$ cat config.mk
export PLATFORM = sky130hd
export DESIGN_NAME = alarm_buzzer_flat
export DESIGN_NICKNAME = d
export VERILOG_FILES = /design/src/rtl/alarm_buzzer_pkg.sv /design/src/rtl/alarm_buzzer_if.sv /design/src/rtl/alarm_buzzer_tick_gen.sv /design/src/rtl/alarm_buzzer.sv /design/src/flat_wrapper.sv
export SDC_FILE = /design/constraint.sdc
export NUM_CORES = 1
export LEC_CHECK = 0
export ABC_AREA = 1
export CELL_PAD_IN_SITES_DETAIL_PLACEMENT = 1
export CELL_PAD_IN_SITES_GLOBAL_PLACEMENT = 1
export CORE_MARGIN = 1.5
export CORE_UTILIZATION = 31
export CTS_CLUSTER_DIAMETER = 100
export DETAILED_ROUTE_END_ITERATION = 12
export GPL_ROUTABILITY_DRIVEN = 0
export PLACE_DENSITY_LB_ADDON = 0.1
export SLEW_MARGIN = 20
export SYNTH_ARGS = -nofsm -noshare
export SYNTH_HDL_FRONTEND = slang
export SYNTH_SLANG_ARGS = --single-unit
$ cat constraint.sdc
create_clock -name CLK100MHZ -period 2.5 [get_ports CLK100MHZ]
set_input_delay 0.375 -clock CLK100MHZ [delete_from_list [all_inputs] [get_ports CLK100MHZ]]
set_output_delay 0.375 -clock CLK100MHZ [all_outputs]
set_load 0.01 [all_outputs]
$ cat src/rtl/alarm_buzzer_pkg.sv
// Shared state encoding, default timing constants and width helpers for the alarm buzzer.
// Also used by the clock/alarm stages so that the timing defaults agree.
package alarm_buzzer_pkg;

    typedef enum logic [1:0] {
        StIdle    = 2'd0,
        StRingOn  = 2'd1,
        StRingOff = 2'd2,
        StSnooze  = 2'd3
    } state_e;

    localparam int unsigned DEF_CLK_HZ      = 100_000_000;
    localparam int unsigned DEF_TONE_HZ     = 2000;
    localparam int unsigned DEF_BEEP_ON_MS  = 250;
    localparam int unsigned DEF_BEEP_OFF_MS = 250;
    localparam int unsigned DEF_SNOOZE_S    = 300;
    localparam int unsigned DEF_TIMEOUT_S   = 60;
    localparam int unsigned DEF_MAX_SNOOZE  = 3;
    localparam int unsigned SNOOZE_CNT_W    = 2;

    // Bits needed to hold values 0..max_val (at least one bit).
    function automatic int unsigned cnt_width(input int unsigned max_val);
        return (max_val < 1) ? 1 : $clog2(max_val + 1);
    endfunction

    function automatic int unsigned max3(input int unsigned a, input int unsigned b,
                                         input int unsigned c);
        int unsigned m;
        m = (a > b) ? a : b;
        return (m > c) ? m : c;
    endfunction

endpackage

$ cat src/rtl/alarm_buzzer_if.sv
// Alarm buzzer control/status bundle: alarm level and buttons in, buzzer drive and LEDs out.
interface alarm_buzzer_if;
    import alarm_buzzer_pkg::*;

    logic                    alarm_sound;
    logic                    btn_snooze;
    logic                    btn_stop;
    logic                    buzzer;
    logic                    ringing;
    logic                    snoozing;
    logic [SNOOZE_CNT_W-1:0] snooze_cnt;

    modport master (
        output alarm_sound, btn_snooze, btn_stop,
        input  buzzer, ringing, snoozing, snooze_cnt
    );

    modport slave (
        input  alarm_sound, btn_snooze, btn_stop,
        output buzzer, ringing, snoozing, snooze_cnt
    );

endinterface

$ cat src/rtl/alarm_buzzer_tick_gen.sv
// Millisecond and second strobe generator; i_clear restarts both counts from zero so the
// first strobe after a clear lands exactly one period later.
module alarm_buzzer_tick_gen
    import alarm_buzzer_pkg::*;
#(
    parameter int unsigned CLK_HZ = DEF_CLK_HZ
) (
    input  logic i_clk,
    input  logic i_rst_n,
    input  logic i_clear,
    output logic o_ms_tick,
    output logic o_s_tick
);

    localparam int unsigned MS_DIV = CLK_HZ / 1000;
    localparam int unsigned PRE_W  = cnt_width(MS_DIV - 1);

    logic [PRE_W-1:0] r_pre;
    logic [9:0]       r_ms;

    // Strobes depend only on registers: i_clear is derived from next state, which uses them.
    assign o_ms_tick = (r_pre == PRE_W'(MS_DIV - 1));
    assign o_s_tick  = o_ms_tick && (r_ms == 10'd999);

    always_ff @(posedge i_clk or negedge i_rst_n) begin
        if (!i_rst_n) begin
            r_pre <= '0;
            r_ms  <= '0;
        end else if (i_clear) begin
            r_pre <= '0;
            r_ms  <= '0;
        end else if (o_ms_tick) begin
            r_pre <= '0;
            r_ms  <= o_s_tick ? 10'd0 : r_ms + 10'd1;
        end else begin
            r_pre <= r_pre + PRE_W'(1);
        end
    end

endmodule

$ cat src/rtl/alarm_buzzer.sv
// Alarm buzzer: turns the alarm rising edge into a beeping piezo tone with snooze, stop
// and ring timeout. All status outputs are registered with the state.
module alarm_buzzer
    import alarm_buzzer_pkg::*;
#(
    parameter int unsigned CLK_HZ      = DEF_CLK_HZ,
    parameter int unsigned TONE_HZ     = DEF_TONE_HZ,
    parameter int unsigned BEEP_ON_MS  = DEF_BEEP_ON_MS,
    parameter int unsigned BEEP_OFF_MS = DEF_BEEP_OFF_MS,
    parameter int unsigned SNOOZE_S    = DEF_SNOOZE_S,
    parameter int unsigned TIMEOUT_S   = DEF_TIMEOUT_S,
    parameter int unsigned MAX_SNOOZE  = DEF_MAX_SNOOZE
) (
    input  logic           CLK100MHZ,
    input  logic           btn_reset_n,
    alarm_buzzer_if.slave  bus
);

    localparam int unsigned HALF   = CLK_HZ / (2 * TONE_HZ);
    localparam int unsigned HALF_W = cnt_width(HALF - 1);
    localparam int unsigned PH_W   = cnt_width(max3(BEEP_ON_MS, BEEP_OFF_MS, SNOOZE_S));
    localparam int unsigned TO_MS  = TIMEOUT_S * 1000;
    localparam int unsigned RING_W = cnt_width(TO_MS);

    state_e                  r_state, w_state_d;
    logic                    r_alarm_prev, r_prev_vld;
    logic                    r_tone, w_tone_d;
    logic [HALF_W-1:0]       r_half, w_half_d;
    logic [PH_W-1:0]         r_phase, w_phase_d;
    logic [RING_W-1:0]       r_ring_ms, w_ring_ms_d;
    logic [SNOOZE_CNT_W-1:0] r_snooze_cnt, w_snooze_cnt_d;
    logic                    r_ringing, r_snoozing;
    logic                    w_ms_tick, w_s_tick, w_rise, w_trans, w_in_ring;
    logic                    w_timeout, w_phase_done, w_ring_clr;

    alarm_buzzer_tick_gen #(
        .CLK_HZ (CLK_HZ)
    ) u_tick_gen (
        .i_clk     (CLK100MHZ),
        .i_rst_n   (btn_reset_n),
        .i_clear   (w_trans),
        .o_ms_tick (w_ms_tick),
        .o_s_tick  (w_s_tick)
    );

    // r_prev_vld masks the first sampled cycle after reset so a held-high alarm does not restart.
    assign w_rise    = bus.alarm_sound && !r_alarm_prev && r_prev_vld;
    assign w_in_ring = (r_state == StRingOn) || (r_state == StRingOff);
    assign w_timeout = w_in_ring && w_ms_tick && (r_ring_ms == RING_W'(TO_MS - 1));
    assign w_trans   = (w_state_d != r_state);

    always_comb begin
        w_phase_done = 1'b0;
        case (r_state)
            StRingOn:  w_phase_done = w_ms_tick && (r_phase == PH_W'(BEEP_ON_MS - 1));
            StRingOff: w_phase_done = w_ms_tick && (r_phase == PH_W'(BEEP_OFF_MS - 1));
            StSnooze:  w_phase_done = w_s_tick && (r_phase == PH_W'(SNOOZE_S - 1));
            default:   w_phase_done = 1'b0;
        endcase
    end

    always_comb begin
        w_state_d      = r_state;
        w_snooze_cnt_d = r_snooze_cnt;
        w_ring_clr     = 1'b0;
        case (r_state)
            StIdle: begin
                if (w_rise) begin
                    w_state_d      = StRingOn;
                    w_snooze_cnt_d = '0;
                    w_ring_clr     = 1'b1;
                end
            end
            StRingOn, StRingOff: begin
                if (bus.btn_stop || w_timeout) begin
                    w_state_d = StIdle;
                end else if (bus.btn_snooze) begin
                    if (r_snooze_cnt < SNOOZE_CNT_W'(MAX_SNOOZE)) begin
                        w_state_d      = StSnooze;
                        w_snooze_cnt_d = r_snooze_cnt + SNOOZE_CNT_W'(1);
                    end else begin
                        w_state_d = StIdle;
                    end
                end else if (w_phase_done) begin
                    w_state_d = (r_state == StRingOn) ? StRingOff : StRingOn;
                end
            end
            StSnooze: begin
                if (bus.btn_stop) begin
                    w_state_d = StIdle;
                end else if (w_phase_done) begin
                    w_state_d  = StRingOn;
                    w_ring_clr = 1'b1;
                end
            end
            default: w_state_d = StIdle;
        endcase
    end

    always_comb begin
        w_phase_d = r_phase;
        if (w_trans) begin
            w_phase_d = '0;
        end else if ((r_state == StSnooze) ? w_s_tick : (w_in_ring && w_ms_tick)) begin
            w_phase_d = r_phase + PH_W'(1);
        end

        w_ring_ms_d = r_ring_ms;
        if (w_ring_clr) begin
            w_ring_ms_d = '0;
        end else if (w_in_ring && w_ms_tick) begin
            w_ring_ms_d = r_ring_ms + RING_W'(1);
        end

        // Tone starts high on every RING_ON entry and is forced low everywhere else.
        w_tone_d = 1'b0;
        w_half_d = '0;
        if (w_state_d == StRingOn) begin
            if (r_state != StRingOn) begin
                w_tone_d = 1'b1;
            end else if (r_half == HALF_W'(HALF - 1)) begin
                w_tone_d = !r_tone;
            end else begin
                w_tone_d = r_tone;
                w_half_d = r_half + HALF_W'(1);
            end
        end
    end

    always_ff @(posedge CLK100MHZ or negedge btn_reset_n) begin
        if (!btn_reset_n) begin
            r_state      <= StIdle;
            r_alarm_prev <= 1'b0;
            r_prev_vld   <= 1'b0;
            r_tone       <= 1'b0;
            r_half       <= '0;
            r_phase      <= '0;
            r_ring_ms    <= '0;
            r_snooze_cnt <= '0;
            r_ringing    <= 1'b0;
            r_snoozing   <= 1'b0;
        end else begin
            r_state      <= w_state_d;
            r_alarm_prev <= bus.alarm_sound;
            r_prev_vld   <= 1'b1;
            r_tone       <= w_tone_d;
            r_half       <= w_half_d;
            r_phase      <= w_phase_d;
            r_ring_ms    <= w_ring_ms_d;
            r_snooze_cnt <= w_snooze_cnt_d;
            r_ringing    <= (w_state_d == StRingOn) || (w_state_d == StRingOff);
            r_snoozing   <= (w_state_d == StSnooze);
        end
    end

    assign bus.buzzer     = r_tone;
    assign bus.ringing    = r_ringing;
    assign bus.snoozing   = r_snoozing;
    assign bus.snooze_cnt = r_snooze_cnt;

endmodule

$ cat src/flat_wrapper.sv
// flat-port wrapper written by rule: the top's interface ports become plain ports
module alarm_buzzer_flat import alarm_buzzer_pkg::*;
#(
    parameter int unsigned CLK_HZ      = DEF_CLK_HZ,
    parameter int unsigned TONE_HZ     = DEF_TONE_HZ,
    parameter int unsigned BEEP_ON_MS  = DEF_BEEP_ON_MS,
    parameter int unsigned BEEP_OFF_MS = DEF_BEEP_OFF_MS,
    parameter int unsigned SNOOZE_S    = DEF_SNOOZE_S,
    parameter int unsigned TIMEOUT_S   = DEF_TIMEOUT_S,
    parameter int unsigned MAX_SNOOZE  = DEF_MAX_SNOOZE
)
  (CLK100MHZ, btn_reset_n, bus_alarm_sound, bus_btn_snooze, bus_btn_stop, bus_buzzer, bus_ringing, bus_snoozing, bus_snooze_cnt);
  alarm_buzzer_if bus_i ();
  input  logic CLK100MHZ;
  input  logic btn_reset_n;
  input wire logic [$bits(bus_i.alarm_sound)-1:0] bus_alarm_sound;
  input wire logic [$bits(bus_i.btn_snooze)-1:0] bus_btn_snooze;
  input wire logic [$bits(bus_i.btn_stop)-1:0] bus_btn_stop;
  output wire logic [$bits(bus_i.buzzer)-1:0] bus_buzzer;
  output wire logic [$bits(bus_i.ringing)-1:0] bus_ringing;
  output wire logic [$bits(bus_i.snoozing)-1:0] bus_snoozing;
  output wire logic [$bits(bus_i.snooze_cnt)-1:0] bus_snooze_cnt;
  assign bus_i.alarm_sound = bus_alarm_sound;
  assign bus_i.btn_snooze = bus_btn_snooze;
  assign bus_i.btn_stop = bus_btn_stop;
  assign bus_buzzer = bus_i.buzzer;
  assign bus_ringing = bus_i.ringing;
  assign bus_snoozing = bus_i.snoozing;
  assign bus_snooze_cnt = bus_i.snooze_cnt;
  alarm_buzzer #(.CLK_HZ(CLK_HZ), .TONE_HZ(TONE_HZ), .BEEP_ON_MS(BEEP_ON_MS), .BEEP_OFF_MS(BEEP_OFF_MS), .SNOOZE_S(SNOOZE_S), .TIMEOUT_S(TIMEOUT_S), .MAX_SNOOZE(MAX_SNOOZE)) u_core (.CLK100MHZ(CLK100MHZ), .btn_reset_n(btn_reset_n), .bus(bus_i));
endmodule
# Word-level counts from Yosys, hierarchy flattened
# Cells that the tools add are included.
[op_classes]
reduce_logical = 19
n_addsub = 6
order_cmp = 1
eq_ne = 19
n_mux = 35
[ops]
columns = ["cell", "n"]
rows = [
  ["$mux W15", 3],
  ["$mux W17", 2],
  ["$mux W16", 2],
  ["$mux W10", 3],
  ["$mux W2", 12],
  ["$mux W9", 2],
  ["$add A17 B1 Y17 const B", 1],
  ["$eq A17 B17 Y1 const B", 1],
  ["$add A16 B1 Y16 const B", 1],
  ["$eq A16 B16 Y1 const B", 1],
  ["$add A15 B1 Y15 const B", 1],
  ["$eq A15 B15 Y1 const B", 1],
  ["$add A10 B1 Y10 const B", 1],
  ["$eq A10 B10 Y1 const B", 1],
  ["$add A9 B1 Y9 const B", 1],
  ["$eq A9 B8 Y1 const B", 1],
  ["$eq A9 B9 Y1 const B", 1],
  ["$eq A2 B2 Y1 const B", 4],
  ["$ne A2 B1 Y1 const B", 4],
  ["$reduce_bool A2 Y1", 4],
  ["$logic_and A1 B1 Y1", 7],
  ["$mux W1", 7],
  ["$pmux W2 S3", 1],
  ["$reduce_and A5 Y1", 1],
  ["other kinds (12)", 17],
]
[totals]
wordCells = 92
input_bits = 5
reg_bits = 76
out_inout_bits = 5

# Depth between registers and ports, before layout
[depth]
depth_word = 10
depth_mapped = 18
depth_no_buf = 18

# Hierarchy
# Synthesis repeated with hierarchy kept, for this count alone.
[unflattened]
cells_unflattened = 573
area_unflattened_um2 = 4319.1
[by_module_without_submodules]
columns = ["module", "instances", "cells_per_inst", "area_each_um2"]
rows = [
  ["alarm_buzzer", 1, 335, 2678.8],
  ["alarm_buzzer_tick_gen", 1, 238, 1640.3],
]

# Least setup slack after synthesis
# Ideal clock, no wire load.
[synth_timing]
kind = "register to register"
startpoint = "register u_core.u_tick_gen.r_pre[0]"
endpoint = "register u_core.r_half[10]"
t_required_ns = 2.365
t_arrival_ns = 2.231
path_stages_with_launch = 19
setup_time_ns = 0.135
path_slack_ns = 0.134
cell_sequence = "dfrtp_1 ha_1 nand3_1 inv_1 nand2_1 nor2_4 nand4_1 nand2_1 nand2_1 nand2_1 nand2_1 nand2_1 nand2_1 nand2_1 inv_1 ha_1 nand3_1 clkbuf_1 nor3b_1"
[synth_between]
elab_chain_len = 10
word_cells_on_any_way = 16
classes_between = "eq/ne (2); mux (8); reduce/logical (6)"
[synth_lines]
columns = ["item", "line", "text"]
rows = [
  ["from (decl)", "alarm_buzzer_tick_gen.sv:18", "logic [PRE_W-1:0] r_pre;"],
  ["from (signal assigned)", "alarm_buzzer_tick_gen.sv:36", "r_pre <= r_pre + PRE_W'(1);"],
  ["$eq A17 B17 Y1 (*)", "alarm_buzzer_tick_gen.sv:22", "assign o_ms_tick = (r_pre == PRE_W'(MS_DIV - 1));"],
  ["$logic_and A1 B1 Y1", "alarm_buzzer_tick_gen.sv:23", "assign o_s_tick = o_ms_tick && (r_ms == 10'd999);"],
  ["$logic_and A1 B1 Y1", "alarm_buzzer.sv:57", "StSnooze: w_phase_done = w_s_tick && (r_phase == PH_W'(SNOOZE_S - 1));"],
  ["$pmux W1 S2", "alarm_buzzer.sv:54", "case (r_state)"],
  ["$mux W2", "alarm_buzzer.sv:84", "end else if (w_phase_done) begin"],
  ["$mux W2", "alarm_buzzer.sv:77", "end else if (bus.btn_snooze) begin"],
  ["$mux W2", "alarm_buzzer.sv:75", "if (bus.btn_stop || w_timeout) begin"],
  ["$pmux W2 S3 (*)", "alarm_buzzer.sv:66", "case (r_state)"],
  ["named net u_core.w_state_d[0]", "alarm_buzzer.sv:25", "state_e r_state, w_state_d;"],
  ["$eq A2 B1 Y1 (*)", "alarm_buzzer.sv:118", "if (w_state_d == StRingOn) begin"],
  ["$mux W15 (*)", "alarm_buzzer.sv:118", ""],
  ["named net u_core.w_half_d[10]", "alarm_buzzer.sv:28", "logic [HALF_W-1:0] r_half, w_half_d;"],
  ["to (signal assigned)", "alarm_buzzer.sv:147", "r_half <= w_half_d;"],
  ["to (decl)", "alarm_buzzer.sv:28", ""],
]
# The timed path passes the listed nets; every way through them passes the cells marked *.
# A chain may end at the register's enable or synchronous reset.

# Final worst setup path
[layout_timing]
startpoint = "register u_core.u_tick_gen.r_pre[13]"
endpoint = "register u_core.r_half[12]"
[layout_between]
elab_chain_len = 10
word_cells_on_any_way = 16
classes_between = "eq/ne (2); mux (8); reduce/logical (6)"
[layout_lines]
columns = ["item", "line"]
rows = [
  ["$eq A17 B17 Y1 (*)", "alarm_buzzer_tick_gen.sv:22"],
  ["$logic_and A1 B1 Y1", "alarm_buzzer_tick_gen.sv:23"],
  ["$logic_and A1 B1 Y1", "alarm_buzzer.sv:57"],
  ["$pmux W1 S2", "alarm_buzzer.sv:54"],
  ["$mux W2", "alarm_buzzer.sv:84"],
  ["$mux W2", "alarm_buzzer.sv:77"],
  ["$mux W2", "alarm_buzzer.sv:75"],
  ["$pmux W2 S3 (*)", "alarm_buzzer.sv:66"],
  ["$eq A2 B1 Y1 (*)", "alarm_buzzer.sv:118"],
  ["$mux W15 (*)", "alarm_buzzer.sv:118"],
  ["named net u_core.w_half_d[12]", "alarm_buzzer.sv:28"],
]
# Marks and branches as above.

==> key figures <==
Outcome
  • Status: complete, but fails checks
  • Failing checks: hold timing

Placed design
  • DP Cell Count: around 760
  • DPL Wire Length: 7990 µm
  • IO buf count: 9

Cells and area
  • Antenna cell count: 0
  • Fin nets: 622
  • Final cell count without fillers: 789
  • Share of cells above drive strength 1: 20.0%
  • Area growth, synth to finish: 22.7%
  • Commonest non-fill, non-tap cells in the layout: nand2_1 (91), inv_1 (78), dfrtp_1 (75), nor2_1 (52), nand3_1 (41)
  • Most common cell after layout, fill and taps aside: nand2_1

Timing
  • Hold_ws: -0.0126 ns
  • Final hold vios: 13
  • RSZ-0062 raised after global routing: yes
  • Final Skew: 0.0110 ns
  • Setup violations, final: 0
  • Tcrit/Tclk final: 95.4%
  • Tmin final: between 2 and 2.5 ns
  • Setup TNS: 0 ns
  • Max Freq: 419 MHz
  • Final Max Slew Viols: 0

Floorplanning
  • Top-Level Pins: 10
  • Die Footprint: 14800 µm²
  • Core box area: 13800 µm²
  • Num rows: 43
  • Die Ht: 122 µm
  • Die width: 122 µm
  • Initial Util: roughly a third

Routing
  • Drt pass-1 iters: 4
  • Post-Route WL: around 11000 µm
  • DRC viols: 0
  • Final ANT Viol Nets: 0
  • Wire per inst: 14.2 µm
  • Drt via density: 4.76
  • DRT iter0 DRCs: 134
  • Via Count: 3758

CTS
  • Clk_lat worst skew: around 0.34 ns
  • Root buffer cell: clkbuf_16
  • CTS clk-pin slew, worst paths: 0.06 ns
  • Clock sink total: 76
  • Max clock buf depth: 2
  • CTS H-tree lvls: 3
  • CTS tree: yes
  • Cts bufs inserted: 9
  • Hold buffer count at CTS: 0

Global route
  • Vias in the first global route: 3836
  • Total GRT Usage: between 10% and 20%
  • Remaining global-route overflow: 0
  • Largest net degree at the start of global routing: 45
  • Initial antenna violation count: 0
  • First-pass GRT wire length: 18400 µm

Logic synthesis
  • Post-synth cell types: 39
  • Flops & latches, synth: 76
  • Synth area leaders: dfrtp_1 (43%), nand2_1 (8.2%), inv_1 (6.8%)
  • Synth top area share: 43.5%
  • Syn Nets: 571
  • Seq/Total Area, Yosys: 43.5%
  • Top cell type by total area after synthesis: dfrtp_1
  • Mean Syn Cell Area: ~7.9 µm²
  • YS warnings: 0
  • Mapped Area: 4380 µm²
  • Cells after synthesis: 553

Power and ir drop
  • Leak pwr: 2.24 nW
  • Pwr Total: 4.46 mW
  • Pwr/cell area: 830 nW/µm²
  • Maximum vdd drop: 0.512 mV

Critical path
  • Worst-path fanout max: 5
  • CP Capture Type: flop
  • Crit-path cells: nor2_2, nand2_1, nor2_2, nand2_2, nor2_4, nand4_1, nand2_2, nand2_2, nand2_2, nor2_1, nor2_1, nand2_2, nand2_4, ha_4, nand3_4, buf_6, o21bai_1, a21oi_1
  • Critical Path RT: 2.77 ns
  • Arrival @ worst endpoint: 2.65 ns
  • Max incr delay on CP: 0.40 ns
  • Worst path slowest cell: dfrtp_1
  • CP Launch Type: flop
  • Most used cell, CP: nand2_2
  • Critical path start-end classification: reg -> reg

Hold path
  • Worst Hold Class: in -> async

Run
  • Max_cap viols: 0
-- stage by stage --
step	instance area [µm²]	setup WS (ns)	utilization, %	hold slack, ns
finish	5370	0.114	38.8	-0.0126
global route	5370	-0.119	38.8	0.0202
CTS	5170	0.0447	37.4	0.00366
detailed placement	4890	0.00992	35.3	0.365
global placement	4890	0.113	35.3	0.372
floorplan	4380	0.134	-	0.0794
-- final cells by class --
class	instances	area, µm²
clock buffers	12	256
clock inverters	4	23.8
fillers	1668	8460
inverters	83	312
multi-input cells	389	2230
flip-flops and latches	76	1900
well taps	180	225
repair buffers	45	418
-- timing repair --
item                                    4_1_cts  5_1_grt
gates cloned                                  0        3
hold endpoints to repair                      0        0
setup buffers                                 0        6
endpoints found under the setup margin        1       37
pin swaps                                     0        9
gates resized for setup                       1       29
-- path summary, 6_finish.rpt --
kind	start	to	slack [ns]	cells past startpoint
max in group asynchronous	btn_reset_n	u_core.r_phase[0]$_DFFE_PN0P_	1.90	2
min	btn_reset_n	u_core.u_tick_gen.r_ms[5]$_DFFE_PN0P_	-0.01	1
min reg2reg	u_core.r_half[0]$_DFF_PN0_	u_core.r_half[0]$_DFF_PN0_	0.46	1
max	u_core.u_tick_gen.r_pre[13]$_DFF_PN0_	u_core.r_half[12]$_DFF_PN0_	0.11	18
max reg2reg	u_core.u_tick_gen.r_pre[13]$_DFF_PN0_	u_core.r_half[12]$_DFF_PN0_	0.11	18
min in group CLK100MHZ	u_core.r_half[0]$_DFF_PN0_	u_core.r_half[0]$_DFF_PN0_	0.46	1
-- state kept, by name, indices dropped and copies added (netlist names) --
signal	count
u_core.bus.snoozing	1
u_core.bus.ringing	1
u_core.r_state	2
u_core.r_alarm_prev	1
u_core.bus.buzzer	1
u_core.r_half	15
u_core.r_ring_ms	16
u_core.u_tick_gen.r_pre	17
u_core.bus.snooze_cnt	2
u_core.r_prev_vld	1
u_core.u_tick_gen.r_ms	10
u_core.r_phase	9
-- critical path: cells and delay by family, from the launching register on --
family	cells	cell delay, ns
AND/OR/NAND/NOR	14	1.39
buffers and inverters	1	0.14
flip-flops	1	0.40
adder cells (fa/ha/maj)	1	0.14
AO/OA/AOI/OAI	2	0.25
-- cells by family (layout without fill, tap and decap cells) --
kind of cell	count (synthesis)	after routing	synth area share (%)
fa+ha+maj	13	13	3.72
compound gates	55	55	7.32
other cells	1	1	0.0857
buf+inv	88	144	8.06
flops	76	76	43.5
simple gates	299	299	33.1
xor+xnor	21	21	4.20
-- metal layers --
layer | track usage [%] | wire length, µm | vias to the layer above
met3 | 4.40 | 267 | 9
li1 | - | - | 1901
met1 | 20.3 | 5370 | 1830
met2 | 26.4 | 5440 | 18
met5 | 0 | 0 | -
met4 | 3.46 | 93 | 0
-- synth_stat cells, drive strengths merged --
| master | number |
|---|---|
| conb | 1 |
| a21o | 1 |
| or3b | 1 |
| or4 | 1 |
| a21oi | 16 |
| xor2 | 16 |
| a311oi | 1 |
| nand3b | 5 |
| o21a | 1 |
| nand4 | 19 |
| a22o | 1 |
| and2 | 1 |
| o22ai | 1 |
| nor3 | 23 |
| or2 | 4 |
| o31ai | 3 |
| nor2 | 88 |
| nand3 | 45 |
| o21ai | 26 |
| clkinv | 1 |
| dfrtp | 76 |
| nand2 | 99 |
| o21bai | 1 |
| and3 | 1 |
| inv | 82 |
| nor4 | 8 |
| clkbuf | 2 |
| a211oi | 4 |
| xnor2 | 5 |
| nor3b | 4 |
| buf | 3 |
| ha | 13 |
-- report_power, final --
group	internal, mW	total (mW)	switching [mW]
combinational	0.674	1.70	1.03
sequential	1.38	1.51	0.131
clock	0.724	1.25	0.522
total	2.78	4.46	1.68
Note: power is estimated with default switching activity, not from simulation.
